<file path="config.mk">
export PLATFORM = sky130hd
export DESIGN_NAME = b_chan_pipe
export DESIGN_NICKNAME = d
export VERILOG_FILES = /design/src/rtl/b_chan_pkg.sv /design/src/rtl/b_chan_stage.sv /design/src/rtl/b_chan_pipe.sv
export SDC_FILE = /design/constraint.sdc
export NUM_CORES = 1
export LEC_CHECK = 0
export BUFFER_PORTS_ARGS = -buffer_cell sky130_fd_sc_hd__buf_2
export CAP_MARGIN = 20
export CORE_MARGIN = 1.5
export CORE_UTILIZATION = 57
export DETAILED_ROUTE_END_ITERATION = 16
export PLACE_DENSITY_LB_ADDON = 0.25
export SLEW_MARGIN = 20
export SYNTH_ARGS = -nofsm -noshare
export SYNTH_HDL_FRONTEND = slang
export SYNTH_SLANG_ARGS = --single-unit
export TNS_END_PERCENT = 30
</file>
<file path="constraint.sdc">
create_clock -name clk -period 2.25 [get_ports clk]
set_input_delay 0.1125 -clock clk [delete_from_list [all_inputs] [get_ports clk]]
set_output_delay 0.1125 -clock clk [all_outputs]
set_load 0.03 [all_outputs]
</file>
<file path="src/rtl/b_chan_pkg.sv">
// Shared definitions for the b_chan_pipe lane combiner: mode encodings, lane slicing
// and pipeline depth limits.
package b_chan_pkg;

  typedef enum logic [1:0] {
    MODE_AND_XOR = 2'b00,
    MODE_OR_XNOR = 2'b01,
    MODE_PASS    = 2'b10,
    MODE_SWAP    = 2'b11
  } b_mode_e;

  localparam int unsigned MinDepth = 1;
  localparam int unsigned MaxDepth = 4;

  // Entries in the output skid buffer that terminates the pipeline.
  localparam int unsigned SkidEntries = 2;

  function automatic int unsigned lane_lsb(input int unsigned lane, input int unsigned width);
    return lane * width;
  endfunction

  function automatic bit depth_legal(input int unsigned depth);
    return (depth >= MinDepth) && (depth <= MaxDepth);
  endfunction

endpackage

</file>
<file path="src/rtl/b_chan_stage.sv">
// One elastic pipeline register: loads when empty or when its beat leaves in the same cycle.
module b_chan_stage
  import b_chan_pkg::*;
#(
  parameter int unsigned PayloadW = 64
) (
  input  logic                clk,
  input  logic                rst_n,
  input  logic                flush_i,
  input  logic                in_valid_i,
  output logic                in_ready_o,
  input  logic [PayloadW-1:0] in_data_i,
  output logic                out_valid_o,
  input  logic                out_ready_i,
  output logic [PayloadW-1:0] out_data_o
);

  logic                valid_q, valid_d;
  logic [PayloadW-1:0] data_q, data_d;
  logic                load;

  assign in_ready_o  = ~valid_q | out_ready_i;
  assign load        = in_valid_i & in_ready_o;
  assign out_valid_o = valid_q;
  assign out_data_o  = data_q;

  always_comb begin
    valid_d = valid_q;
    data_d  = data_q;
    if (load) begin
      valid_d = 1'b1;
      data_d  = in_data_i;
    end else if (out_ready_i) begin
      valid_d = 1'b0;
    end
    if (flush_i) begin
      valid_d = 1'b0;
    end
  end

  always_ff @(posedge clk or negedge rst_n) begin
    if (!rst_n) begin
      valid_q <= 1'b0;
      data_q  <= '0;
    end else begin
      valid_q <= valid_d;
      data_q  <= data_d;
    end
  end

endmodule

</file>
<file path="src/rtl/b_chan_pipe.sv">
// Multi-lane mask-gated combiner followed by an elastic pipeline whose last stage is a
// two-entry skid buffer, so in_ready never depends combinationally on out_ready.
module b_chan_pipe
  import b_chan_pkg::*;
#(
  parameter int unsigned WIDTH    = 8,
  parameter int unsigned CHANNELS = 4,
  parameter int unsigned DEPTH    = 2,
  parameter int unsigned CNT_W    = 16
) (
  input  logic                         clk,
  input  logic                         rst_n,
  input  logic                         flush,
  input  logic                         in_valid,
  output logic                         in_ready,
  input  logic [CHANNELS*WIDTH-1:0]    in_a,
  input  logic [CHANNELS*WIDTH-1:0]    in_b,
  input  logic [CHANNELS*WIDTH-1:0]    in_mask,
  input  logic [1:0]                   in_mode,
  output logic                         out_valid,
  input  logic                         out_ready,
  output logic [CHANNELS*WIDTH-1:0]    out_x,
  output logic [CHANNELS*WIDTH-1:0]    out_y,
  output logic [CNT_W-1:0]             xfer_cnt,
  output logic                         cnt_sat
);

  localparam int unsigned BusW = CHANNELS * WIDTH;
  localparam int unsigned PayW = 2 * BusW;

  if (!depth_legal(DEPTH)) begin : g_depth_chk
    $error("b_chan_pipe: DEPTH must lie in 1..4");
  end

  // Combine at the input so the mode travels with its beat.
  logic [BusW-1:0] comb_x, comb_y;

  always_comb begin
    comb_x = '0;
    comb_y = '0;
    for (int unsigned k = 0; k < CHANNELS; k++) begin
      unique case (b_mode_e'(in_mode))
        MODE_AND_XOR: begin
          comb_x[lane_lsb(k, WIDTH) +: WIDTH] = in_b[lane_lsb(k, WIDTH) +: WIDTH] &
                                                in_mask[lane_lsb(k, WIDTH) +: WIDTH];
          comb_y[lane_lsb(k, WIDTH) +: WIDTH] = in_a[lane_lsb(k, WIDTH) +: WIDTH] ^
                                                in_mask[lane_lsb(k, WIDTH) +: WIDTH];
        end
        MODE_OR_XNOR: begin
          comb_x[lane_lsb(k, WIDTH) +: WIDTH] = in_b[lane_lsb(k, WIDTH) +: WIDTH] |
                                                in_mask[lane_lsb(k, WIDTH) +: WIDTH];
          comb_y[lane_lsb(k, WIDTH) +: WIDTH] = ~(in_a[lane_lsb(k, WIDTH) +: WIDTH] ^
                                                  in_mask[lane_lsb(k, WIDTH) +: WIDTH]);
        end
        MODE_PASS: begin
          comb_x[lane_lsb(k, WIDTH) +: WIDTH] = in_a[lane_lsb(k, WIDTH) +: WIDTH];
          comb_y[lane_lsb(k, WIDTH) +: WIDTH] = in_b[lane_lsb(k, WIDTH) +: WIDTH];
        end
        MODE_SWAP: begin
          comb_x[lane_lsb(k, WIDTH) +: WIDTH] = in_b[lane_lsb(k, WIDTH) +: WIDTH];
          comb_y[lane_lsb(k, WIDTH) +: WIDTH] = in_a[lane_lsb(k, WIDTH) +: WIDTH];
        end
        default: ;
      endcase
    end
  end

  // Level i is the input side of stage i; level DEPTH-1 feeds the skid buffer.
  logic            lvl_valid [DEPTH];
  logic [PayW-1:0] lvl_data  [DEPTH];
  logic            skid_ready;

  assign lvl_valid[0] = in_valid;
  assign lvl_data[0]  = {comb_x, comb_y};

  for (genvar i = 0; i < DEPTH - 1; i++) begin : g_stage
    logic up_ready;
    logic dn_ready;

    if (i == DEPTH - 2) begin : g_tail
      assign dn_ready = skid_ready;
    end else begin : g_link
      assign dn_ready = g_stage[i + 1].up_ready;
    end

    b_chan_stage #(
      .PayloadW (PayW)
    ) u_stage (
      .clk         (clk),
      .rst_n       (rst_n),
      .flush_i     (flush),
      .in_valid_i  (lvl_valid[i]),
      .in_ready_o  (up_ready),
      .in_data_i   (lvl_data[i]),
      .out_valid_o (lvl_valid[i + 1]),
      .out_ready_i (dn_ready),
      .out_data_o  (lvl_data[i + 1])
    );
  end

  if (DEPTH == 1) begin : g_no_stage
    assign in_ready = skid_ready;
  end else begin : g_head
    assign in_ready = g_stage[0].up_ready;
  end

  // Skid buffer: head drives the outputs directly and is never cleared on delivery,
  // so out_x/out_y hold their last value while empty.
  logic [PayW-1:0] head_q, head_d;
  logic [PayW-1:0] tail_q, tail_d;
  logic [1:0]      cnt_q, cnt_d;
  logic            push, pop;

  assign skid_ready = (cnt_q != 2'(SkidEntries));
  assign push       = lvl_valid[DEPTH-1] & skid_ready;
  assign out_valid  = (cnt_q != 2'd0);
  assign pop        = out_valid & out_ready;
  assign out_x      = head_q[PayW-1 -: BusW];
  assign out_y      = head_q[BusW-1:0];

  always_comb begin
    head_d = head_q;
    tail_d = tail_q;
    cnt_d  = cnt_q;
    case ({push, pop})
      2'b10: begin
        if (cnt_q == 2'd0) begin
          head_d = lvl_data[DEPTH-1];
        end else begin
          tail_d = lvl_data[DEPTH-1];
        end
        cnt_d = cnt_q + 2'd1;
      end
      2'b01: begin
        if (cnt_q == 2'd2) begin
          head_d = tail_q;
        end
        cnt_d = cnt_q - 2'd1;
      end
      2'b11: begin
        if (cnt_q == 2'd2) begin
          head_d = tail_q;
          tail_d = lvl_data[DEPTH-1];
        end else begin
          head_d = lvl_data[DEPTH-1];
        end
      end
      default: ;
    endcase
    if (flush) begin
      cnt_d = 2'd0;
    end
  end

  always_ff @(posedge clk or negedge rst_n) begin
    if (!rst_n) begin
      head_q <= '0;
      tail_q <= '0;
      cnt_q  <= 2'd0;
    end else begin
      head_q <= head_d;
      tail_q <= tail_d;
      cnt_q  <= cnt_d;
    end
  end

  // Delivery counter saturates instead of wrapping; the sticky flag marks the lost count.
  logic [CNT_W-1:0] xfer_q, xfer_d;
  logic             sat_q, sat_d;

  always_comb begin
    xfer_d = xfer_q;
    sat_d  = sat_q;
    if (pop) begin
      if (xfer_q == {CNT_W{1'b1}}) begin
        sat_d = 1'b1;
      end else begin
        xfer_d = xfer_q + CNT_W'(1);
      end
    end
    if (flush) begin
      xfer_d = '0;
      sat_d  = 1'b0;
    end
  end

  always_ff @(posedge clk or negedge rst_n) begin
    if (!rst_n) begin
      xfer_q <= '0;
      sat_q  <= 1'b0;
    end else begin
      xfer_q <= xfer_d;
      sat_q  <= sat_d;
    end
  end

  assign xfer_cnt = xfer_q;
  assign cnt_sat  = sat_q;

endmodule

</file>
## Word-level counts from Yosys, hierarchy flattened

Index checks and enable logic that the tools add are counted.

| cells by class | value |
|---|---|
| add/subtract/negate cells | 3 |
| eq/ne operators | 14 |
| muxes and demuxes | 26 |
| bitwise operators | 21 |
| reductions and logical operators | 13 |

Operator list:

| kind | count |
|---|---|
| $mux W64 | 5 |
| $pmux W8 S4 | 8 |
| $pmux W64 S3 | 1 |
| $pmux W64 S2 | 1 |
| $mux W16 | 3 |
| $and A8 B8 Y8 | 4 |
| $not A8 Y8 | 4 |
| $or A8 B8 Y8 | 4 |
| $xor A8 B8 Y8 | 4 |
| $add A16 B1 Y16 const B | 1 |
| $eq A16 B16 Y1 const B | 1 |
| $ne A2 B2 Y1 const B | 6 |
| $eq A2 B2 Y1 const B | 5 |
| $reduce_bool A3 Y1 | 3 |
| $reduce_bool A2 Y1 | 4 |
| $mux W1 | 6 |
| $reduce_and A3 Y1 | 2 |
| $eq A2 B1 Y1 const B | 2 |
| $logic_not A2 Y1 | 2 |
| $pmux W2 S2 | 1 |
| $reduce_and A2 Y1 | 2 |
| $and A1 B1 Y1 | 3 |
| $add A2 B1 Y2 const B | 1 |
| $mux W2 | 1 |
| other kinds (3) | 3 |

| word-level totals | value |
|---|---|
| register bits after elaboration | 212 |
| input bits | 103 |
| output and inout bits | 83 |

## Depth between registers and ports, before layout

| depth | value |
|---|---|
| depth after elaboration | 5 |
| gate-level depth with buffers | 8 |
| depth with buffers taken out | 5 |

## By module

From an unflattened synthesis, not the netlist that was laid out.

| second synthesis, totals | value |
|---|---|
| cell total of the unflattened synthesis | 1030 |
| area, all modules | 11164.5 um^2 |

Modules (own cells, without submodules):

| module | instances | cells an instance | area each (um^2) | seq. area each (um^2) |
|---|---|---|---|---|
| b_chan_pipe | 1 | 891 | 8490.6 | 3678.5 |
| b_chan_stage | 1 | 139 | 2673.8 | 1626.6 |

## Least setup slack after synthesis

No wires, ideal clock.

| timing path | value |
|---|---|
| kind | register -> register |
| from | register xfer_q[0] (netlist: xfer_cnt[0]) |
| to | register xfer_q[10] (netlist: xfer_cnt[10]) |
| setup time | 125 ps |
| arrival | 1927 ps |
| required time | 2125 ps |
| path slack | 198 ps |
| cell stages (with the launch flop) | 6 |
| buffers on the path | 0 |
| clock period less this slack | 2052 ps |
| cells stage by stage | dfrtp_1 ha_1 nand2_1 nor3_1 and4bb_2 mux2_2 |

| on the way | value |
|---|---|
| word-level cells in the longest chain between the ends | 4 |
| elaborated cells between the ends (all ways) | 7 |
| those cells by class | add/sub (1); eq/ne (2); mux (3); reduce/logical (1) |

Ends and longest elaborated chain:

| element | RTL line | RTL |
|---|---|---|
| start, declared | b_chan_pipe.sv:168 | `logic [CNT_W-1:0] xfer_q, xfer_d;` |
| start signal, assigned | b_chan_pipe.sv:192 | `xfer_q <= xfer_d;` |
| $add A16 B1 Y16 | b_chan_pipe.sv:178 | `xfer_d = xfer_q + CNT_W'(1);` |
| $mux W16 | b_chan_pipe.sv:175 | `if (xfer_q == {CNT_W{1'b1}}) begin` |
| $mux W16 | b_chan_pipe.sv:174 | `if (pop) begin` |
| $mux W16 | b_chan_pipe.sv:181 | `if (flush) begin` |

Parallel ways exist; a longest one is shown, timed or not. The select of a mux whose other input is x is not followed.
A chain may end at the register's enable or synchronous reset.

## Final worst setup path

| timing path | value |
|---|---|
| from | register cnt_q[1] |
| to | register xfer_q[13] (netlist: xfer_cnt[13]) |

| on the way | value |
|---|---|
| word-level cells in the longest chain between the ends | 4 |

Ends and longest elaborated chain:

| element | RTL line | RTL |
|---|---|---|
| start, declared | b_chan_pipe.sv:111 | `logic [1:0] cnt_q, cnt_d;` |
| start signal, assigned | b_chan_pipe.sv:163 | `cnt_q <= cnt_d;` |
| $reduce_bool A2 Y1 | b_chan_pipe.sv:116 | `assign out_valid = (cnt_q != 2'd0);` |
| $and A1 B1 Y1 | b_chan_pipe.sv:117 | `assign pop = out_valid & out_ready;` |
| $reduce_bool A2 Y1 (no source line) | n/a |  |
| $reduce_and A2 Y1 (no source line) | n/a |  |

Every way passes these cells.

==> results.md <==
- Area growth, synth to finish: 21.8%
- Total power draw: 11200 uW
- Worst Setup End Kind: flop
- Cell count after placement: 1460
- Critical Path Start Type: flop
- Clk buf depth: 3
- I/O Buffers: 185
- Syn Area/Cell: 9.84 um^2
- Status: completed
- Detail Placement HPWL: 17.6 mm
- Syn nets: 1201
- I/O pin count: 186
- Fmax: 489 MHz
- Layout Nets: 1389
- Skew-Pair Late Insertion Delay: 500 ps
- Crit share post-route: 0.908
- Die area: 19800 um^2
- Crit Path Category: reg2reg
- Drt first pass iters: 5
- Detailed Route WL: 26.7 mm
- Crit path max fanout: 8
- CTS clk-pin slew, worst paths: 60 ps
- Pin count of the biggest net entering global routing: 82
- Tightest Pin Transition: 992 ps
- Final hold slack: 3.76 ps
- Post-route minimum period: 2040 ps
- Commonest non-fill, non-tap cell in the layout: dfrtp_1
- Cts repair resizes: 0
- Final setup vio count: 0
- Total GRT Usage: 0.271
- CTS tree: built
- Final WS setup: 206 ps
- Die height: 141 um
- Synth warn: 0
- Leakage: 0.00633 uW
- Layout cell share with drive strength beyond 1: 0.251
- Root Driver: clkbuf_16
- Core Area: 18600 um^2
- Post-CTS Hold Fix Bufs: 34
- Post-synthesis sequential area ratio: 0.491
- Clock Skews: 9.38 ps
- Die X: 141 um
- Hold Startpoint: in_a[3]
- Drt first-iter violations: 456
- RSZ-0062 raised after global routing: no
- WHS Path Cells: 3
- Hold Crit Endpoint: g_stage[0].u_stage.out_data_o[35]
- Post-synthesis cell count: 1097
- Via-to-Cell Ratio: 5.88
- Post-DRT Antenna Nets: 0
- GPL Wtd Cong: 0.802
- Max VDD drop: 0.683 mV
- # DRC: 0
- Hold Crit Class: in2reg
- Vias in the first global route: 8695
- Wire per inst: 17.4 um
- CTS sink cnt: 212
- Power Density: 855 nW/um^2
- Dpl ws: 228 ps
- Buffer count from post-CTS setup fixing: 0
- Number of CTS-inserted buffers: 23
- Synth Register Bits: 212
- Most frequent cells in the layout: dfrtp_1, buf_2, a21oi_1, nor2_1, nand2_1
- Global-route wire length before repair: 43.5 mm
- R2R Path Start: cnt_q[1]
- Yosys cell types: 42
- Total gr overflow: 0
- Critical Path RT: 2670 ps
- Maxcap violations: 0
- Vias: 9024
- Hold Fails Final Rpt: 0
- Initial antenna violation count: 5
- Fin cells: 1536
- Worst r2r dst: xfer_cnt[13]
- Relative slew slack: 0.337
- Initial Util: 0.579
- H-tree depth: 1
- R2r worst-path depth: 4
- Worst EP arrival: 2460 ps
- Max-slew violations: 0
- Final setup TNS: 0 ps
- Post-synth design cell area: 10800 um^2
- Flop2flop setup slack: 210 ps
- Rows: 50
[through the flow]
stage / utilization / cell area (um^2)
after floorplan: - / 10800
after global placement: 0.646 / 12000
after global routing: 0.705 / 13100
after detailed placement: 0.646 / 12000
after CTS: 0.705 / 13100
final: 0.705 / 13100
[worst max-delay path by stage]
stage	start	endpoint	slack, ps
floorplan	xfer_cnt[0]	xfer_cnt[10]	200
global placement	cnt_q[1]	xfer_cnt[13]	280
detailed placement	cnt_q[1]	xfer_cnt[13]	230
CTS	cnt_q[1]	xfer_cnt[13]	200
global route	cnt_q[1]	xfer_cnt[13]	110
finish	cnt_q[1]	xfer_cnt[13]	210
[flip-flops by register name, summed over array words and instances (netlist names)]
name,flops
cnt_q,2
cnt_sat,1
g_stage.u_stage.out_data_o,64
g_stage.u_stage.out_valid_o,1
head_q,64
tail_q,64
xfer_cnt,16
[worst max-delay path, cell delays in order (launching register included)]
cell     delay [ps]
dfrtp_1         490
o21ai_2         120
or4_1           660
or4_1           540
a21oi_1         160
[where the power goes]
group          internal (uW)  switching (uW)  total (uW)
Sequential              4540             420        4960
Clock                   2280            1500        3780
Combinational           1000            1500        2500
Total                   7820            3430       11200
[cells in the mapped netlist]
| cell | count | area (um^2) |
|---|---|---|
| a21boi_0 | 32 | 240 |
| a21oi_1 | 108 | 541 |
| a41o_1 | 1 | 10.0 |
| o31ai_1 | 4 | 30.0 |
| nand2_1 | 105 | 394 |
| a41oi_1 | 1 | 8.76 |
| nand3b_1 | 2 | 15.0 |
| and4b_1 | 1 | 10.0 |
| ha_1 | 1 | 12.5 |
| o21a_1 | 1 | 7.51 |
| o21ai_2 | 1 | 8.76 |
| clkbuf_1 | 63 | 236 |
| dlymetal6s2s_1 | 1 | 12.5 |
| nand3_2 | 2 | 20.0 |
| nand4b_1 | 1 | 8.76 |
| a31oi_1 | 1 | 6.26 |
| o21ai_0 | 69 | 345 |
| buf_6 | 2 | 22.5 |
| nand3_1 | 6 | 30.0 |
| nor3_1 | 4 | 20.0 |
| a32oi_1 | 1 | 8.76 |
| mux2_2 | 69 | 777 |
| or4_1 | 5 | 37.5 |
| and4bb_2 | 1 | 12.5 |
| or3_1 | 35 | 219 |
| o41ai_1 | 1 | 8.76 |
| buf_1 | 3 | 11.3 |
| inv_1 | 35 | 131 |
| nand4_1 | 4 | 25.0 |
| nor2b_1 | 7 | 43.8 |
| dfrtp_1 | 212 | 5310 |
| a31o_2 | 1 | 8.76 |
| or2_2 | 1 | 6.26 |
| nor2_1 | 109 | 409 |
| a221oi_1 | 64 | 561 |
| xor2_1 | 32 | 280 |
| buf_2 | 8 | 40.0 |
| clkbuf_2 | 1 | 5.00 |
| nor3b_1 | 32 | 240 |
| mux2i_1 | 66 | 661 |
| or3_2 | 2 | 15.0 |
| nor4_1 | 2 | 12.5 |
[cells by family after synthesis]
group           Yosys count  share of synthesized area
simple gates            319                      0.141
flops                   212                      0.491
fa+ha+maj                 1                    0.00116
xor+xnor                 32                     0.0260
compound gates          285                      0.165
mux                     135                      0.133
buf+inv                 113                     0.0425
[routing by layer]
metal	global-route usage	vias to the layer above	routed length [um]
li1	-	4300	-
met1	0.351	4385	11100
met2	0.457	265	13100
met3	0.0581	66	1660
met4	0.0833	8	774
met5	0	-	46
[final cells by class]
class	instances	area (um^2)
clock inverters	8	96.3
fillers	1435	5500
well taps	234	293
clock buffers	33	663
flip-flops and latches	212	5310
inverters	35	131
multi-input cells	772	5090
diodes	1	2.50
repair buffers	241	1570
(Power assumes the default switching activity.)
